File: src/rtl/bnn_conv1_sched_if.sv
// Request/result/write bundle between the layer-1 sequencer and its neighbours.
// Latency: none, wires only.
// Backpressure: win_ready stalls requests; results and buffer writes are not stallable.
interface bnn_conv1_sched_if #(
  parameter int RW = 5,
  parameter int FW = 3
);
  logic          win_valid;
  logic          win_ready;
  logic [RW-1:0] win_row;
  logic [RW-1:0] win_col;
  logic [FW-1:0] win_filt;
  logic          res_valid;
  logic          res_bit;
  logic          out_we;
  logic [RW-1:0] out_row;
  logic [RW-1:0] out_col;
  logic [FW-1:0] out_filt;
  logic          out_bit;

  modport master (
    output win_valid, win_row, win_col, win_filt,
    input  win_ready,
    input  res_valid, res_bit,
    output out_we, out_row, out_col, out_filt, out_bit
  );

  modport slave (
    input  win_valid, win_row, win_col, win_filt,
    output win_ready,
    output res_valid, res_bit,
    input  out_we, out_row, out_col, out_filt, out_bit
  );
endinterface

File: src/rtl/bnn_conv1_sched.sv
// Layer-1 window sequencer: every KxK window for every kernel, in-order tag tracking, feature-buffer writes.
// Latency: buffer write one cycle after each result strobe; requests can issue every cycle.
// Backpressure: request fields hold while win_ready is low; issue stops at MAX_OUT outstanding; results never stall.
module bnn_conv1_sched #(
  parameter int IMG     = 28,
  parameter int K       = 3,
  parameter int NFILT   = 8,
  parameter int MAX_OUT = 4
) (
  input  logic clk,
  input  logic reset,
  input  logic start,
  bnn_conv1_sched_if.master bus,
  output logic busy,
  output logic done,
  output logic err
);
  localparam int OD = IMG - K + 1;
  localparam int RW = $clog2(IMG);
  localparam int FW = $clog2(NFILT);
  localparam int TW = 2 * RW + FW;
  localparam int PW = (MAX_OUT > 1) ? $clog2(MAX_OUT) : 1;
  localparam int OW = $clog2(MAX_OUT + 1);
  localparam logic [RW-1:0] RC_LAST = RW'(OD - 1);
  localparam logic [FW-1:0] F_LAST  = FW'(NFILT - 1);
  localparam logic [PW-1:0] P_LAST  = PW'(MAX_OUT - 1);
  localparam logic [OW-1:0] O_MAX   = OW'(MAX_OUT);

  typedef enum logic [1:0] {IDLE, RUN, DONE} state_t;
  state_t state, state_n;

  logic [RW-1:0] row, col;
  logic [FW-1:0] filt;
  logic          all_issued;
  logic [OW-1:0] outst;
  logic [TW-1:0] tag_mem [MAX_OUT];
  logic [PW-1:0] wr_ptr, rd_ptr;
  logic          push, pop, launch, last_req;
  logic          out_we_q, out_bit_q, err_q;
  logic [RW-1:0] out_row_q, out_col_q;
  logic [FW-1:0] out_filt_q;

  function automatic logic [PW-1:0] ptr_next(input logic [PW-1:0] p);
    return (p == P_LAST) ? '0 : p + 1'b1;
  endfunction

  assign launch   = (state == IDLE) && start;
  assign bus.win_valid = (state == RUN) && !all_issued && (outst < O_MAX);
  assign push     = bus.win_valid && bus.win_ready;
  // Results with nothing outstanding, or outside RUN, are dropped and flagged.
  assign pop      = bus.res_valid && (state == RUN) && (outst != '0);
  assign last_req = (row == RC_LAST) && (col == RC_LAST) && (filt == F_LAST);

  assign bus.win_row  = row;
  assign bus.win_col  = col;
  assign bus.win_filt = filt;
  assign bus.out_we   = out_we_q;
  assign bus.out_row  = out_row_q;
  assign bus.out_col  = out_col_q;
  assign bus.out_filt = out_filt_q;
  assign bus.out_bit  = out_bit_q;
  assign busy = (state == RUN);
  assign done = (state == DONE);
  assign err  = err_q;

  // State register.
  always_ff @(posedge clk) begin
    if (reset) state <= IDLE;
    else       state <= state_n;
  end

  // Next state: RUN ends once the last tag has been written out.
  always_comb begin
    state_n = state;
    case (state)
      IDLE:    if (start) state_n = RUN;
      RUN:     if (all_issued && (outst == '0) && out_we_q) state_n = DONE;
      DONE:    if (!start) state_n = IDLE;
      default: state_n = IDLE;
    endcase
  end

  // Issue counters: filt innermost, then col, then row; they park on the last window.
  always_ff @(posedge clk) begin
    if (reset || launch) begin
      row        <= '0;
      col        <= '0;
      filt       <= '0;
      all_issued <= 1'b0;
    end else if (push) begin
      if (last_req) begin
        all_issued <= 1'b1;
      end else if (filt == F_LAST) begin
        filt <= '0;
        if (col == RC_LAST) begin
          col <= '0;
          row <= row + 1'b1;
        end else begin
          col <= col + 1'b1;
        end
      end else begin
        filt <= filt + 1'b1;
      end
    end
  end

  // Outstanding count and tag FIFO pointers; push and pop together leave the count unchanged.
  always_ff @(posedge clk) begin
    if (reset || launch) begin
      outst  <= '0;
      wr_ptr <= '0;
      rd_ptr <= '0;
    end else begin
      if (push && !pop)      outst <= outst + 1'b1;
      else if (pop && !push) outst <= outst - 1'b1;
      if (push) wr_ptr <= ptr_next(wr_ptr);
      if (pop)  rd_ptr <= ptr_next(rd_ptr);
    end
  end

  // Tag storage; push never targets the head slot being popped because a slot is always free.
  always_ff @(posedge clk) begin
    if (push) tag_mem[wr_ptr] <= {row, col, filt};
  end

  // Feature-buffer write port: one-cycle registered copy of the retired tag and its result bit.
  always_ff @(posedge clk) begin
    if (reset) begin
      out_we_q   <= 1'b0;
      out_row_q  <= '0;
      out_col_q  <= '0;
      out_filt_q <= '0;
      out_bit_q  <= 1'b0;
    end else begin
      out_we_q <= pop;
      if (pop) begin
        {out_row_q, out_col_q, out_filt_q} <= tag_mem[rd_ptr];
        out_bit_q <= bus.res_bit;
      end
    end
  end

  // Sticky protocol error; a spurious strobe wins over the clear on a new run.
  always_ff @(posedge clk) begin
    if (reset)                          err_q <= 1'b0;
    else if (bus.res_valid && !pop)     err_q <= 1'b1;
    else if (launch)                    err_q <= 1'b0;
  end
endmodule
File: src/flat_wrapper.sv
// flat-port wrapper written by rule: the top's interface ports become plain ports
module bnn_conv1_sched_flat 
#(
  parameter int IMG     = 28,
  parameter int K       = 3,
  parameter int NFILT   = 8,
  parameter int MAX_OUT = 4
)
  (clk, reset, start, busy, done, err, bus_win_valid, bus_win_row, bus_win_col, bus_win_filt, bus_win_ready, bus_res_valid, bus_res_bit, bus_out_we, bus_out_row, bus_out_col, bus_out_filt, bus_out_bit);
  bnn_conv1_sched_if bus_i ();
  input  logic clk;
  input  logic reset;
  input  logic start;
  output logic busy;
  output logic done;
  output logic err;
  output wire logic [$bits(bus_i.win_valid)-1:0] bus_win_valid;
  output wire logic [$bits(bus_i.win_row)-1:0] bus_win_row;
  output wire logic [$bits(bus_i.win_col)-1:0] bus_win_col;
  output wire logic [$bits(bus_i.win_filt)-1:0] bus_win_filt;
  input wire logic [$bits(bus_i.win_ready)-1:0] bus_win_ready;
  input wire logic [$bits(bus_i.res_valid)-1:0] bus_res_valid;
  input wire logic [$bits(bus_i.res_bit)-1:0] bus_res_bit;
  output wire logic [$bits(bus_i.out_we)-1:0] bus_out_we;
  output wire logic [$bits(bus_i.out_row)-1:0] bus_out_row;
  output wire logic [$bits(bus_i.out_col)-1:0] bus_out_col;
  output wire logic [$bits(bus_i.out_filt)-1:0] bus_out_filt;
  output wire logic [$bits(bus_i.out_bit)-1:0] bus_out_bit;
  assign bus_win_valid = bus_i.win_valid;
  assign bus_win_row = bus_i.win_row;
  assign bus_win_col = bus_i.win_col;
  assign bus_win_filt = bus_i.win_filt;
  assign bus_i.win_ready = bus_win_ready;
  assign bus_i.res_valid = bus_res_valid;
  assign bus_i.res_bit = bus_res_bit;
  assign bus_out_we = bus_i.out_we;
  assign bus_out_row = bus_i.out_row;
  assign bus_out_col = bus_i.out_col;
  assign bus_out_filt = bus_i.out_filt;
  assign bus_out_bit = bus_i.out_bit;
  bnn_conv1_sched #(.IMG(IMG), .K(K), .NFILT(NFILT), .MAX_OUT(MAX_OUT)) u_core (.clk(clk), .reset(reset), .start(start), .bus(bus_i), .busy(busy), .done(done), .err(err));
endmodule
File: config.mk
export PLATFORM = sky130hd
export DESIGN_NAME = bnn_conv1_sched_flat
export DESIGN_NICKNAME = d
export VERILOG_FILES = /design/src/rtl/bnn_conv1_sched_if.sv /design/src/rtl/bnn_conv1_sched.sv /design/src/flat_wrapper.sv
export SDC_FILE = /design/constraint.sdc
export NUM_CORES = 1
export LEC_CHECK = 0
export CAP_MARGIN = 20
export CORE_AREA = 2 2 125 127
export DETAILED_ROUTE_END_ITERATION = 8
export DIE_AREA = 0 0 127 129
export GPL_TIMING_DRIVEN = 0
export HOLD_SLACK_MARGIN = 0.02
export MAX_ROUTING_LAYER = met4
export SLEW_MARGIN = 5
export SYNTH_ARGS = -nofsm -noshare
export SYNTH_HDL_FRONTEND = slang
export SYNTH_SLANG_ARGS = --single-unit
File: constraint.sdc
create_clock -name clk -period 3 [get_ports clk]
set_input_delay 0.45 -clock clk [delete_from_list [all_inputs] [get_ports clk]]
set_output_delay 0.45 -clock clk [all_outputs]
set_load 0.05 [all_outputs]
**After elaboration in Yosys (flattened, before gate mapping)**

Memories as Yosys holds them, arrays and structs flattened. A register that Yosys moved wholly into a read port is not among the register bits.
Cells that the tools add are included.

- Register bits: 26
- Memory bits (writable): 52
- Bits of input ports: 6
- Output and inout bits: 32
- Logic and storage cells: 72
- Memories: 1

- $add $sub $neg: 7
- Magnitude comparators: 1
- Eq/ne operators: 10
- Multiplexer cells: 14
- Bitwise gates (word level): 1
- Reductions and logical operators: 27

Memory list:

| name | depth | bits a word | rd ports | clocked after memory_dff | wr ports | line | text |
|---|---|---|---|---|---|---|---|
| u_core.tag_mem | 4 | 13 | 1 | 1 | 1 | bnn_conv1_sched.sv:36 | `logic [TW-1:0] tag_mem [MAX_OUT];` |

Operators with widths:

| operator | count |
|---|---|
| $logic_and 1x1->1 | 13 |
| $add 5x1->5 const B | 2 |
| $eq 5x5->1 const B | 2 |
| $mux 2 | 5 |
| $mux 3 | 3 |
| $add 3x1->3 const B | 2 |
| $eq 2x2->1 const B | 3 |
| $pmux 2 s3 | 1 |
| $reduce_and 3->1 | 2 |
| $mux 5 | 1 |
| $add 2x1->2 const B | 2 |
| $mux 1 | 4 |
| $ne 2x2->1 const B | 2 |
| $reduce_and 2->1 | 2 |
| $reduce_and 4->1 | 1 |
| $reduce_bool 2->1 | 2 |
| $eq 3x3->1 const B | 1 |
| $logic_not 1->1 | 3 |
| $logic_not 3->1 | 1 |
| $lt 3x3->1 const B | 1 |
| $reduce_bool 3->1 | 1 |
| $sub 3x1->3 const B | 1 |
| $eq 2x1->1 const B | 1 |
| $logic_not 2->1 | 1 |
| 3 further kinds | 3 |

**Longest topological paths before layout**

- Depth in word-level cells: 8
- Gate-level depth with buffers: 12

**Least setup slack after synthesis**

OpenSTA, ideal clock, no wires.

- Kind: register to register
- Start point: register u_core.state[1]
- End point: register u_core.outst[2]
- Setup time: 70 ps
- Arrival: 2,639 ps
- Data required time: 2,930 ps
- Path slack: 291 ps
- Cell stages (with the launch flop): 13
- Path buffers: 3
- Clock period less this slack: 2,709 ps
- Cell sequence: dfxtp_1 > and2b_2 > and3_1 > clkbuf_1 > inv_1 > buf_4 > buf_4 > ha_1 > inv_1 > fa_1 > xor2_1 > or3_1 > a21oi_1

- Word-level cells in the longest chain between the ends: 7

Ends and longest elaborated chain:

| what | line | text |
|---|---|---|
| from (decl) | bnn_conv1_sched.sv:30 | `state_t state, state_n;` |
| from (signal assigned) | bnn_conv1_sched.sv:69 | `else state <= state_n;` |
| $eq 2x1->1 (*) | n/a |  |
| via busy | flat_wrapper.sv:14 | `output logic busy;` |
| $logic_and 1x1->1 (2 in a row) | bnn_conv1_sched.sv:48 | `assign bus.win_valid = (state == RUN) && !all_issued && (outst < O_MAX);` |
| $logic_and 1x1->1 | bnn_conv1_sched.sv:49 | `assign push = bus.win_valid && bus.win_ready;` |
| $logic_not 1->1 | bnn_conv1_sched.sv:115 | `else if (pop && !push) outst <= outst - 1'b1;` |
| $logic_and 1x1->1 | bnn_conv1_sched.sv:115 |  |
| $reduce_bool 2->1 (no source line) | n/a |  |
| to (signal assigned) | bnn_conv1_sched.sv:114 | `if (push && !pop) outst <= outst + 1'b1;` |
| to (signal assigned) | bnn_conv1_sched.sv:115 |  |
| to (decl) | bnn_conv1_sched.sv:35 | `logic [OW-1:0] outst;` |

Mark *: on every way through the listed nets, which the timed path passes. The rest lies on a longest branch.
A chain may end at the register's enable or synchronous reset.

**Final worst setup path**

- Start point: register u_core.outst[0]
- End point: register u_core.outst[2]

- Word-level cells in the longest chain between the ends: 6

Ends and longest elaborated chain:

| what | line |
|---|---|
| $lt 3x3->1 | bnn_conv1_sched.sv:48 |
| $logic_and 1x1->1 | bnn_conv1_sched.sv:48 |
| $logic_and 1x1->1 | bnn_conv1_sched.sv:49 |
| $logic_not 1->1 | bnn_conv1_sched.sv:115 |
| $logic_and 1x1->1 | bnn_conv1_sched.sv:115 |
| $reduce_bool 2->1 (no source line) | n/a |

Parallel ways exist; a longest one is shown, timed or not. The select of a mux whose other input is x is not followed.

==> key figures <==
Timing
  – Clock Skew: 0.006476 ns
  – RSZ-0062 raised after global routing: false
  – Period minus WS final: around 2.8 ns
  – Highest clock rate: between 300 and 400 MHz
  – Hold WS: 0.4539 ns
  – Final setup violation count: 0
  – Actual transition at the worst max-transition pin: between 0.6 and 0.7 ns
  – Hold Fails Final Rpt: 0
  – Final period util: 0.9392
  – Max Transition Viols Final: 0
  – Setup TNS: 0 ns
  – Worst slew margin: 0.5346

Critical path
  – Worst R2R End: u_core.outst[2]$_SDFFE_PP0P_
  – Critical path's largest stage delay: around 0.44 ns
  – Reg2Reg Depth: 10
  – Setup crit start kind: register
  – Reg2reg start: u_core.outst[0]$_SDFFE_PP0P_
  – Cell Chain, Critical Path: or3_1, and3_1, inv_1, buf_8, ha_1, inv_1, fa_1, xor2_1, or3_1, a21oi_1
  – Arrival time at the worst endpoint: 3.08 ns
  – Kind of critical path: register to register
  – Worst-path fanout max: 19
  – Slowest stage cell, crit path: or3_1
  – Worst Setup End Kind: register
  – Critical Path RT: about 3.3 ns
  – FF-to-FF setup slack: between 0.15 and 0.2 ns

Outcome
  – Outcome: finished, final reports clean

Worst hold path
  – Endpoint, Worst Hold: u_core.bus.out_filt[0]$_SDFFE_PP0P_
  – Hold depth: 2
  – HP Start: u_core.bus.out_filt[0]$_SDFFE_PP0P_
  – Hold crit path type: register to register

Job
  – MaxCap Viol Count: 0

Logic synthesis
  – Mean post-synth cell area: about 13 um2
  – Post-Syn Area: 3661 um2
  – Number of synthesized flops with an enable pin: 52
  – Seq/Total Area, Yosys: 0.6398
  – Post-Syn Instances: 275
  – Yosys reg bits: 91
  – YS warnings: 0
  – Asr flop ratio synth: 0
  – Top_reg_cell synth: edfxtp_1
  – Yosys cell types: 43
  – Syn_nets: 294

Finish
  – Cell area after layout: 4514 um2
  – Commonest cells after routing, fill and taps aside: 52 x edfxtp_1, 40 x nand2_1, 39 x dfxtp_1
  – Non-filler cells, final: 514
  – P&R area growth vs syn: 23.31%
  – Nets: 340
  – N_diodes: 0
  – Most common cell after layout, fill and taps aside: edfxtp_1
  – Share of cells above drive strength 1: 0.1104
  – Post-layout util: 0.3014

Route
  – DR iter-0 viols: about 180
  – Final routed DRC violation total: 0
  – Post-DR vias/cell: approximately 4.5
  – Total wire length: 7848 um
  – Wire length per cell: 15.27 um
  – Antenna-violating nets left: 0
  – Initial DRT Pass Iterations: 4
  – Vias: 2328

Floorplanning
  – Die width: between 100 and 150 um
  – Vert. Die Dim: 129 um
  – Die ar.: ~16000 um2
  – Starting density of the core: 0.2444
  – Top-level I/O count: 38
  – Core area: 14980 um2
  – Row count: 45

Clock tree
  – Number of H-tree levels: 3
  – Clk root buf: clkbuf_16
  – CTS buffer count: 9
  – Clk sinks: 91
  – CTS tree: built
  – Later-pin clock latency in the skew report: 0.34 ns
  – Clock Pin Slew Worst Setup and Hold Paths: approximately 0.060 ns
  – Hold-fix buffers at CTS: 0
  – CTS Buffer Depth: 2

Place
  – Port buffer count: 37
  – Dpl hpwl: ~5400 um
  – # placed instances: 500
  – Routability Congestion: 0.7967
  – Placed cell area: between 4000 and 5000 um2

Power
  – VDD IR max: 0.2325 mV
  – PwrDens: between 500 and 600 nW/um2
  – Leak: 1.511 nW

GRT
  – GRT overflow: 0
  – Number of global-route vias before repair: 2359
  – First-pass GRT wire length: 12430 um
  – Largest net degree at the start of global routing: 20
  – Total GRT Usage: 0.1041
  – Initial antenna violation count: 0
area by class of cell:
cell class / count / area, um2
Tap cell: 188 / 235.2
Multi-Input combinational cell: 161 / 1217
Clock inverter: 1 / 3.754
Fill cell: 1526 / 10460
Timing Repair Buffer: 37 / 370.4
Clock buffer: 15 / 247.7
Inverter: 12 / 50.05
Buffer: 9 / 47.55
Sequential cell: 91 / 2342
synthesized netlist by cell type (3+ instances only):
library cell	instances	area share
nand3_1	7	0.0096
mux4_2	13	0.080
inv_1	11	0.011
xor2_1	3	0.0072
dfxtp_1	39	0.21
nor4_1	4	0.0068
nor2_1	16	0.016
ha_1	12	0.041
a311oi_1	3	0.0072
edfxtp_1	52	0.43
and3_2	4	0.0082
o21ai_0	3	0.0041
or3_1	5	0.0085
nand2_1	40	0.041
a21oi_1	23	0.031
clkbuf_1	6	0.0062
per-layer routing:
metal,up-vias,global-route usage,part of all wire
met1,1174,0.1166,0.44
met2,32,0.1730,0.51
met5,-,-,0
li1,1113,-,-
met4,0,0.04266,0.013
met3,9,0.03326,0.036
state kept, by name, indices dropped and copies added (netlist names):
register and count:
u_core.bus.out_filt 3, u_core.bus.win_filt 3, u_core.rd_ptr 2, u_core.bus.win_col 5, u_core.bus.out_we 1, u_core.all_issued 1, u_core.bus.win_row 5, u_core.state 2
u_core.wr_ptr 2, u_core.bus.out_row 5, u_core.err 1, u_core.bus.out_col 5, u_core.bus.out_bit 1, u_core.outst 3, u_core.tag_mem 52
where the power goes:
part,total (mW),internal (mW),switching [mW]
clock network,0.983,0.561,0.423
registers,1.34,1.33,0.0126
logic,0.154,0.0572,0.0971
total,2.48,1.95,0.532
through the flow:
stage	setup slack, ns	total power, mW
after floorplan	0.2905	1.472
after global placement	-0.07704	1.523
after detailed placement	-0.1322	1.527
after CTS	0.05272	2.506
after global routing	0.004048	2.582
final	0.1824	2.481
repair_timing:
item,4_1_cts,5_1_grt
gates resized for setup,1,1
setup buffers,0,0
pin swaps,0,0
setup endpoints to repair,1,1
critical path, delay by kind of cell (launching register included):
family                     cells  cell delay (ns)
adders and majority gates      2             0.63
DFF                            1             0.34
and+or+nand+nor                3             1.05
AOI/OAI and AO/OA              1             0.14
xor gates and xnor gates       1             0.15
buffers and inverters          3             0.41
cells by family after synthesis:
family | share of synthesized area
AOI/OAI and AO/OA | 0.06767
DFF | 0.6398
and+or+nand+nor | 0.1230
muxes | 0.08578
xor gates and xnor gates | 0.009571
adders and majority gates | 0.04648
buffers and inverters | 0.02768
worst max-delay path by stage:
stage / startpoint / to / slack [ns]
after floorplan: u_core.state[1]$_SDFFE_PP0P_ / u_core.outst[2]$_SDFFE_PP0P_ / 0.29
after global placement: bus_res_valid / u_core.outst[2]$_SDFFE_PP0P_ / -0.08
after detailed placement: bus_res_valid / u_core.outst[2]$_SDFFE_PP0P_ / -0.13
after CTS: u_core.outst[0]$_SDFFE_PP0P_ / u_core.outst[2]$_SDFFE_PP0P_ / 0.05
after global routing: u_core.outst[0]$_SDFFE_PP0P_ / u_core.outst[2]$_SDFFE_PP0P_ / 0.004
final: u_core.outst[0]$_SDFFE_PP0P_ / u_core.outst[2]$_SDFFE_PP0P_ / 0.18
Note: power is estimated with default switching activity, not from simulation.
